`config.mk`:
```
export PLATFORM = sky130hd
export DESIGN_NAME = mem_dma_controller
export DESIGN_NICKNAME = d
export VERILOG_FILES = /design/src/rtl/mem_dma_controller_pkg.sv /design/src/rtl/mem_dma_controller_bus_mux.sv /design/src/rtl/mem_dma_controller.sv
export SDC_FILE = /design/constraint.sdc
export NUM_CORES = 1
export LEC_CHECK = 0
export BUFFER_PORTS_ARGS = -buffer_cell sky130_fd_sc_hd__buf_2
export CORE_MARGIN = 5
export CORE_UTILIZATION = 45
export CTS_CLUSTER_DIAMETER = 200
export DETAILED_ROUTE_END_ITERATION = 12
export GPL_TIMING_DRIVEN = 0
export PLACE_DENSITY = 0.72
export SYNTH_ARGS = -nofsm -noshare
export SYNTH_HDL_FRONTEND = slang
export SYNTH_SLANG_ARGS = --single-unit
export TNS_END_PERCENT = 100
```
`constraint.sdc`:
```
create_clock -name clk -period 8 [get_ports clk]
set_input_delay 1.2 -clock clk [delete_from_list [all_inputs] [get_ports clk]]
set_output_delay 1.2 -clock clk [all_outputs]
set_load 0.05 [all_outputs]
```
`src/rtl/mem_dma_controller_pkg.sv`:
```
// mem_dma_controller_pkg: shared state encoding, config register selects and pointer step
package mem_dma_controller_pkg;
  typedef enum logic [2:0] {IDLE, RD, CAP, WR, FIN} state_t;
  localparam logic [1:0] SEL_SRC = 2'd0;
  localparam logic [1:0] SEL_DST = 2'd1;
  localparam logic [1:0] SEL_LEN = 2'd2;
  localparam logic [1:0] SEL_CTRL = 2'd3;
  localparam int STEP = 4;
endpackage

```
`src/rtl/mem_dma_controller_bus_mux.sv`:
```
// dma_bus_mux: CPU always owns the bus when active, otherwise the DMA request (zero when idle)
module dma_bus_mux #(
  parameter int ADDR_W = 32,
  parameter int DATA_W = 32
) (
  input  logic [ADDR_W-1:0] cpu_addr,
  input  logic [DATA_W-1:0] cpu_wdata,
  input  logic              cpu_memWrite,
  input  logic              cpu_memToReg,
  input  logic [ADDR_W-1:0] dma_addr,
  input  logic [DATA_W-1:0] dma_wdata,
  input  logic              dma_memWrite,
  input  logic              dma_memToReg,
  output logic [ADDR_W-1:0] bus_addr,
  output logic [DATA_W-1:0] bus_wdata,
  output logic              bus_memWrite,
  output logic              bus_memToReg
);
  logic cpu_active;
  always_comb begin
    cpu_active = cpu_memWrite | cpu_memToReg;
    bus_addr = cpu_active ? cpu_addr : dma_addr;
    bus_wdata = cpu_active ? cpu_wdata : dma_wdata;
    bus_memWrite = cpu_active ? cpu_memWrite : dma_memWrite;
    bus_memToReg = cpu_active ? cpu_memToReg : dma_memToReg;
  end
endmodule

```
`src/rtl/mem_dma_controller.sv`:
```
// mem_dma_controller: word-copy DMA that steals only bus cycles the CPU leaves idle
module mem_dma_controller
  import mem_dma_controller_pkg::*;
#(
  parameter int ADDR_W = 32,
  parameter int DATA_W = 32,
  parameter int LEN_W = 16
) (
  input  logic              clk,
  input  logic              reset,
  input  logic [ADDR_W-1:0] cpu_addr,
  input  logic [DATA_W-1:0] cpu_wdata,
  input  logic              cpu_memWrite,
  input  logic              cpu_memToReg,
  input  logic              cfg_we,
  input  logic [1:0]        cfg_sel,
  input  logic [DATA_W-1:0] cfg_wdata,
  input  logic [DATA_W-1:0] bus_rdata,
  output logic [ADDR_W-1:0] bus_addr,
  output logic [DATA_W-1:0] bus_wdata,
  output logic              bus_memWrite,
  output logic              bus_memToReg,
  output logic              busy,
  output logic              done,
  output logic              irq,
  output logic [LEN_W-1:0]  remaining
);
  state_t state;
  logic [ADDR_W-1:0] src_r, dst_r, src_ptr, dst_ptr, dma_addr;
  logic [DATA_W-1:0] buffer, dma_wdata;
  logic [LEN_W-1:0] len_r, count;
  logic cpu_active, start;
  always_comb begin
    cpu_active = cpu_memWrite | cpu_memToReg;
    start = cfg_we && cfg_sel == SEL_CTRL && cfg_wdata[0] && state == IDLE;
    busy = state != IDLE;
    irq = state == FIN;
    remaining = count;
    dma_addr = state == WR ? dst_ptr : state == RD ? src_ptr : '0;
    dma_wdata = state == WR ? buffer : '0;
  end
  always_ff @(posedge clk or posedge reset) begin
    if (reset) begin
      state <= IDLE;
      done <= 1'b0;
      src_r <= '0;
      dst_r <= '0;
      len_r <= '0;
      src_ptr <= '0;
      dst_ptr <= '0;
      count <= '0;
      buffer <= '0;
    end else begin
      if (cfg_we && state == IDLE) begin
        if (cfg_sel == SEL_SRC) src_r <= cfg_wdata[ADDR_W-1:0];
        if (cfg_sel == SEL_DST) dst_r <= cfg_wdata[ADDR_W-1:0];
        if (cfg_sel == SEL_LEN) len_r <= cfg_wdata[LEN_W-1:0];
      end
      case (state)
        IDLE: if (start) begin
          done <= 1'b0;
          src_ptr <= src_r;
          dst_ptr <= dst_r;
          count <= len_r;
          state <= len_r == '0 ? FIN : RD;
        end
        RD: if (!cpu_active) state <= CAP;
        CAP: begin
          buffer <= bus_rdata;
          state <= WR;
        end
        WR: if (!cpu_active) begin
          src_ptr <= src_ptr + ADDR_W'(STEP);
          dst_ptr <= dst_ptr + ADDR_W'(STEP);
          count <= count - 1'b1;
          state <= count == LEN_W'(1) ? FIN : RD;
        end
        FIN: begin
          done <= 1'b1;
          state <= IDLE;
        end
        default: state <= IDLE;
      endcase
    end
  end
  dma_bus_mux #(.ADDR_W(ADDR_W), .DATA_W(DATA_W)) u_mux (
    .cpu_addr(cpu_addr),
    .cpu_wdata(cpu_wdata),
    .cpu_memWrite(cpu_memWrite),
    .cpu_memToReg(cpu_memToReg),
    .dma_addr(dma_addr),
    .dma_wdata(dma_wdata),
    .dma_memWrite(state == WR),
    .dma_memToReg(state == RD),
    .bus_addr(bus_addr),
    .bus_wdata(bus_wdata),
    .bus_memWrite(bus_memWrite),
    .bus_memToReg(bus_memToReg)
  );
endmodule

```
==> results.sh <==
export IMPL_hold_worst_slack_ns=0.469
export IMPL_final_nets=1493
export IMPL_seq_area_um2=4900
export IMPL_postRouteAntennaNets=0
export IMPL_place_ws_ns=3.42
export IMPL_grtUsageTotal_pct=27.1
export IMPL_grt_util_met2_pct=42.4
export IMPL_async_flop_share_pct=100
export IMPL_die_w_um=164
export IMPL_synth_seq_area_share_pct=46.2
export IMPL_reg2reg_to="src_ptr[11]$_DFFE_PP0P_"
export IMPL_layout_drive_gt1_share_pct=30.5
export IMPL_rows=56
export IMPL_yosys_area_share_adder_pct=0.472
export IMPL_cp_start_kind="primary input"
export IMPL_cts_buffers_inserted=17
export IMPL_drc=0
export IMPL_via_count=10100
export IMPL_syn_inst=1115
export IMPL_synth_compound_area_share_pct=14.1
export IMPL_finalMaxSlewViolations=0
export IMPL_fillers=2110
export IMPL_synthesis_area_um2=10600
export IMPL_io_pins=220
export IMPL_synth_edff_count=0
export IMPL_synth_flop_cell="dfrtp_1"
export IMPL_via_per_inst=5.99
export IMPL_fin_crit_ns=4.59
export IMPL_grt_pass1_vias=9693
export IMPL_yosysWarnings=0
export IMPL_hold_depth=2
export IMPL_yosys_top_cells_area="dfrtp_1, mux2_2, nand2_1"
export IMPL_num_antenna_cells=0
export IMPL_start_util_pct=45.5
export IMPL_grt_start_max_net_pins=130
export IMPL_wl_per_cell_um=21.6
export IMPL_irDropWorstVdd_uv=299
export IMPL_outcome="completed"
export IMPL_grt_util_met1_pct=37.4
export IMPL_period_share_pct=57.4
export IMPL_gp_congestion=0.935
export IMPL_tightest_slew_ns=0.891
export IMPL_synth_mux_area_share_pct=15.4
export IMPL_fin_total_pwr_uw=5200
export IMPL_p_per_area_nw_per_um2=407
export IMPL_crit_required_ns=6.80
export IMPL_yosys_top_cells_count="dfrtp_1, nand2_1, mux2_2"
export IMPL_r2r_start="state[2]$_DFFE_PP0P_"
export IMPL_fmax_mhz=218
export IMPL_clk_pin_slew_ns=0.07
export IMPL_clk_latency_ns=0.45
export IMPL_synth_top_family_by_area="simple AND/OR/NAND/NOR gates"
export IMPL_hpwl_mm=26.5
export IMPL_post_cts_buffers=0
export IMPL_max_cap_violations=0
export IMPL_synth_largest_area_cell="dfrtp_1"
export IMPL_port_buffers=219
export IMPL_grt_pass1_wl_mm=55.8
export IMPL_ctsHoldBuffers=0
export IMPL_fin_worst_skew_ns=0.0123
export IMPL_yosys_cell_types_count=71
export IMPL_synth_most_common_cell="dfrtp_1"
export IMPL_ctsHtreeMaxLevel=4
export IMPL_core_region_area_um2=23300
export IMPL_worst_path_max_fanout=10
export IMPL_hold_class="reg -> reg"
export IMPL_overflow=0
export IMPL_die_h_um=164
export IMPL_cts_tree="done"
export IMPL_synthDominantCellAreaShare_pct=46.2
export IMPL_rsz0062_at_grt="no"
export IMPL_worstPathArrival_ns=3.39
export IMPL_syn_num_nets=1254
export IMPL_die_area_um2=26700
export IMPL_synthXorXnorAreaFrac_pct=0.0826
export IMPL_cp_end_kind="output port"
export IMPL_area_growth_pct=20.5
export IMPL_slew_headroom_pct=40.6
export IMPL_wl_mm=36.5
export IMPL_cts_sinks=196
export IMPL_hold_start="dst_r[0]$_DFFE_PP0P_"
export IMPL_reg2reg_slack_ns=5.39
export IMPL_leakagePower_uw=0.00599
export IMPL_final_hold_violation_count=0
export IMPL_multi_input_area_um2=5320
export IMPL_gr_max_usage_layer="met2"
export IMPL_cts_resized=0
export IMPL_first_pass_iters=5
export IMPL_drtIter0Drc=1057
export IMPL_setup_ws_ns=3.41
export IMPL_antenna_found_initial=0
export IMPL_cts_buffer_depth=2
export IMPL_yosys_area_share_simple_pct=20.2
export IMPL_met3_usage_pct=5.63
export IMPL_crit_type="in -> out"
export IMPL_synth_seq_cells=196
export IMPL_cts_root_buf="clkbuf_16"
export IMPL_hold_path_end="dst_ptr[0]$_DFFE_PP0P_"
export IMPL_finalSetupViolCount=0
export IMPL_reg2regPathDepth=7
export IMPL_avgSynthCellArea_um2=9.51
## layout by cell type, fill, tap and decap left out, types with 5 or more instances in the layout
| cell | count |
|---|---|
| and4_1 | 9 |
| o21ai_0 | 73 |
| a22oi_1 | 9 |
| nand3_1 | 72 |
| clkbuf_1 | 36 |
| a31oi_1 | 15 |
| nand4_1 | 23 |
| a41oi_1 | 5 |
| dfrtp_1 | 196 |
| or4_1 | 5 |
| and3_1 | 15 |
| o22ai_1 | 17 |
| nand2_1 | 168 |
| buf_1 | 11 |
| a21oi_1 | 67 |
| clkbuf_16 | 17 |
| o22a_1 | 14 |
| nor2_1 | 79 |
| buf_2 | 252 |
| mux2i_1 | 37 |
| nor4_1 | 11 |
| nor3_1 | 15 |
| mux2_2 | 108 |
| o21ai_1 | 5 |
## report_power, final
part / internal, µW / switching [µW]
sequential: 1470 / 459
combinational: 830 / 1480
clock: 546 / 411
## stage by stage
stage	cells	area, µm²	utilization [%]	TNS (ns)
after floorplan	1115	10600	-	0
after global placement	1653	12100	51.9	-165.52
after detailed placement	1654	12100	52.0	0
after CTS	1686	12800	54.8	0
after global routing	1686	12800	54.8	0
final	1686	12800	54.8	0
## routing by layer
metal,vias to the layer above,share of wire (%)
li1,4540,-
met1,4926,42
met2,542,47
met3,95,8.2
met4,0,3.4
met5,-,0
## registers in the layout, summed over array words and instances (netlist names)
signal / flops
buffer: 32
dst_ptr: 32
dst_r: 32
src_ptr: 32
src_r: 32
len_r: 16
remaining: 16
state: 3
done: 1
## worst max path at each step
| stage | from | end | slack [ns] | depth (start not counted) |
|---|---|---|---|---|
| after global placement | reset | dst_r[16]$_DFFE_PP0P_ | -0.86 | 2 |
| after floorplan | reset | buffer[0]$_DFFE_PP0N_ | 1.46 | 1 |
| after global routing | cpu_memWrite | bus_wdata[26] | 3.31 | 8 |
| after detailed placement | cpu_memWrite | bus_wdata[18] | 3.42 | 8 |
| after CTS | cpu_memWrite | bus_wdata[18] | 3.41 | 8 |
| final | cpu_memWrite | bus_wdata[18] | 3.41 | 8 |
## kinds of logic after synthesis
family | Yosys count
compound gates | 243
xor+xnor | 1
fa+ha+maj | 4
buf+inv | 88
flops | 196
mux | 149
simple gates | 434
## critical path: stages
cell and delay (ns):
buf_2 0.10, or2_2 0.10, clkbuf_1 0.45, clkbuf_1 0.67, clkbuf_1 0.39, nand2_1 0.10, nand2_1 0.11, buf_2 0.27
## cell type report
class                   count  area share (%)
plain buffers              84            2.85
clock buffers              19            3.54
clock inverters            13            1.53
inverters                   4           0.176
multi-input cells         831            41.6
flip-flops and latches    196            38.4
well taps                 319            3.12
repair buffers            220            8.79
(Power assumes the default switching activity.)
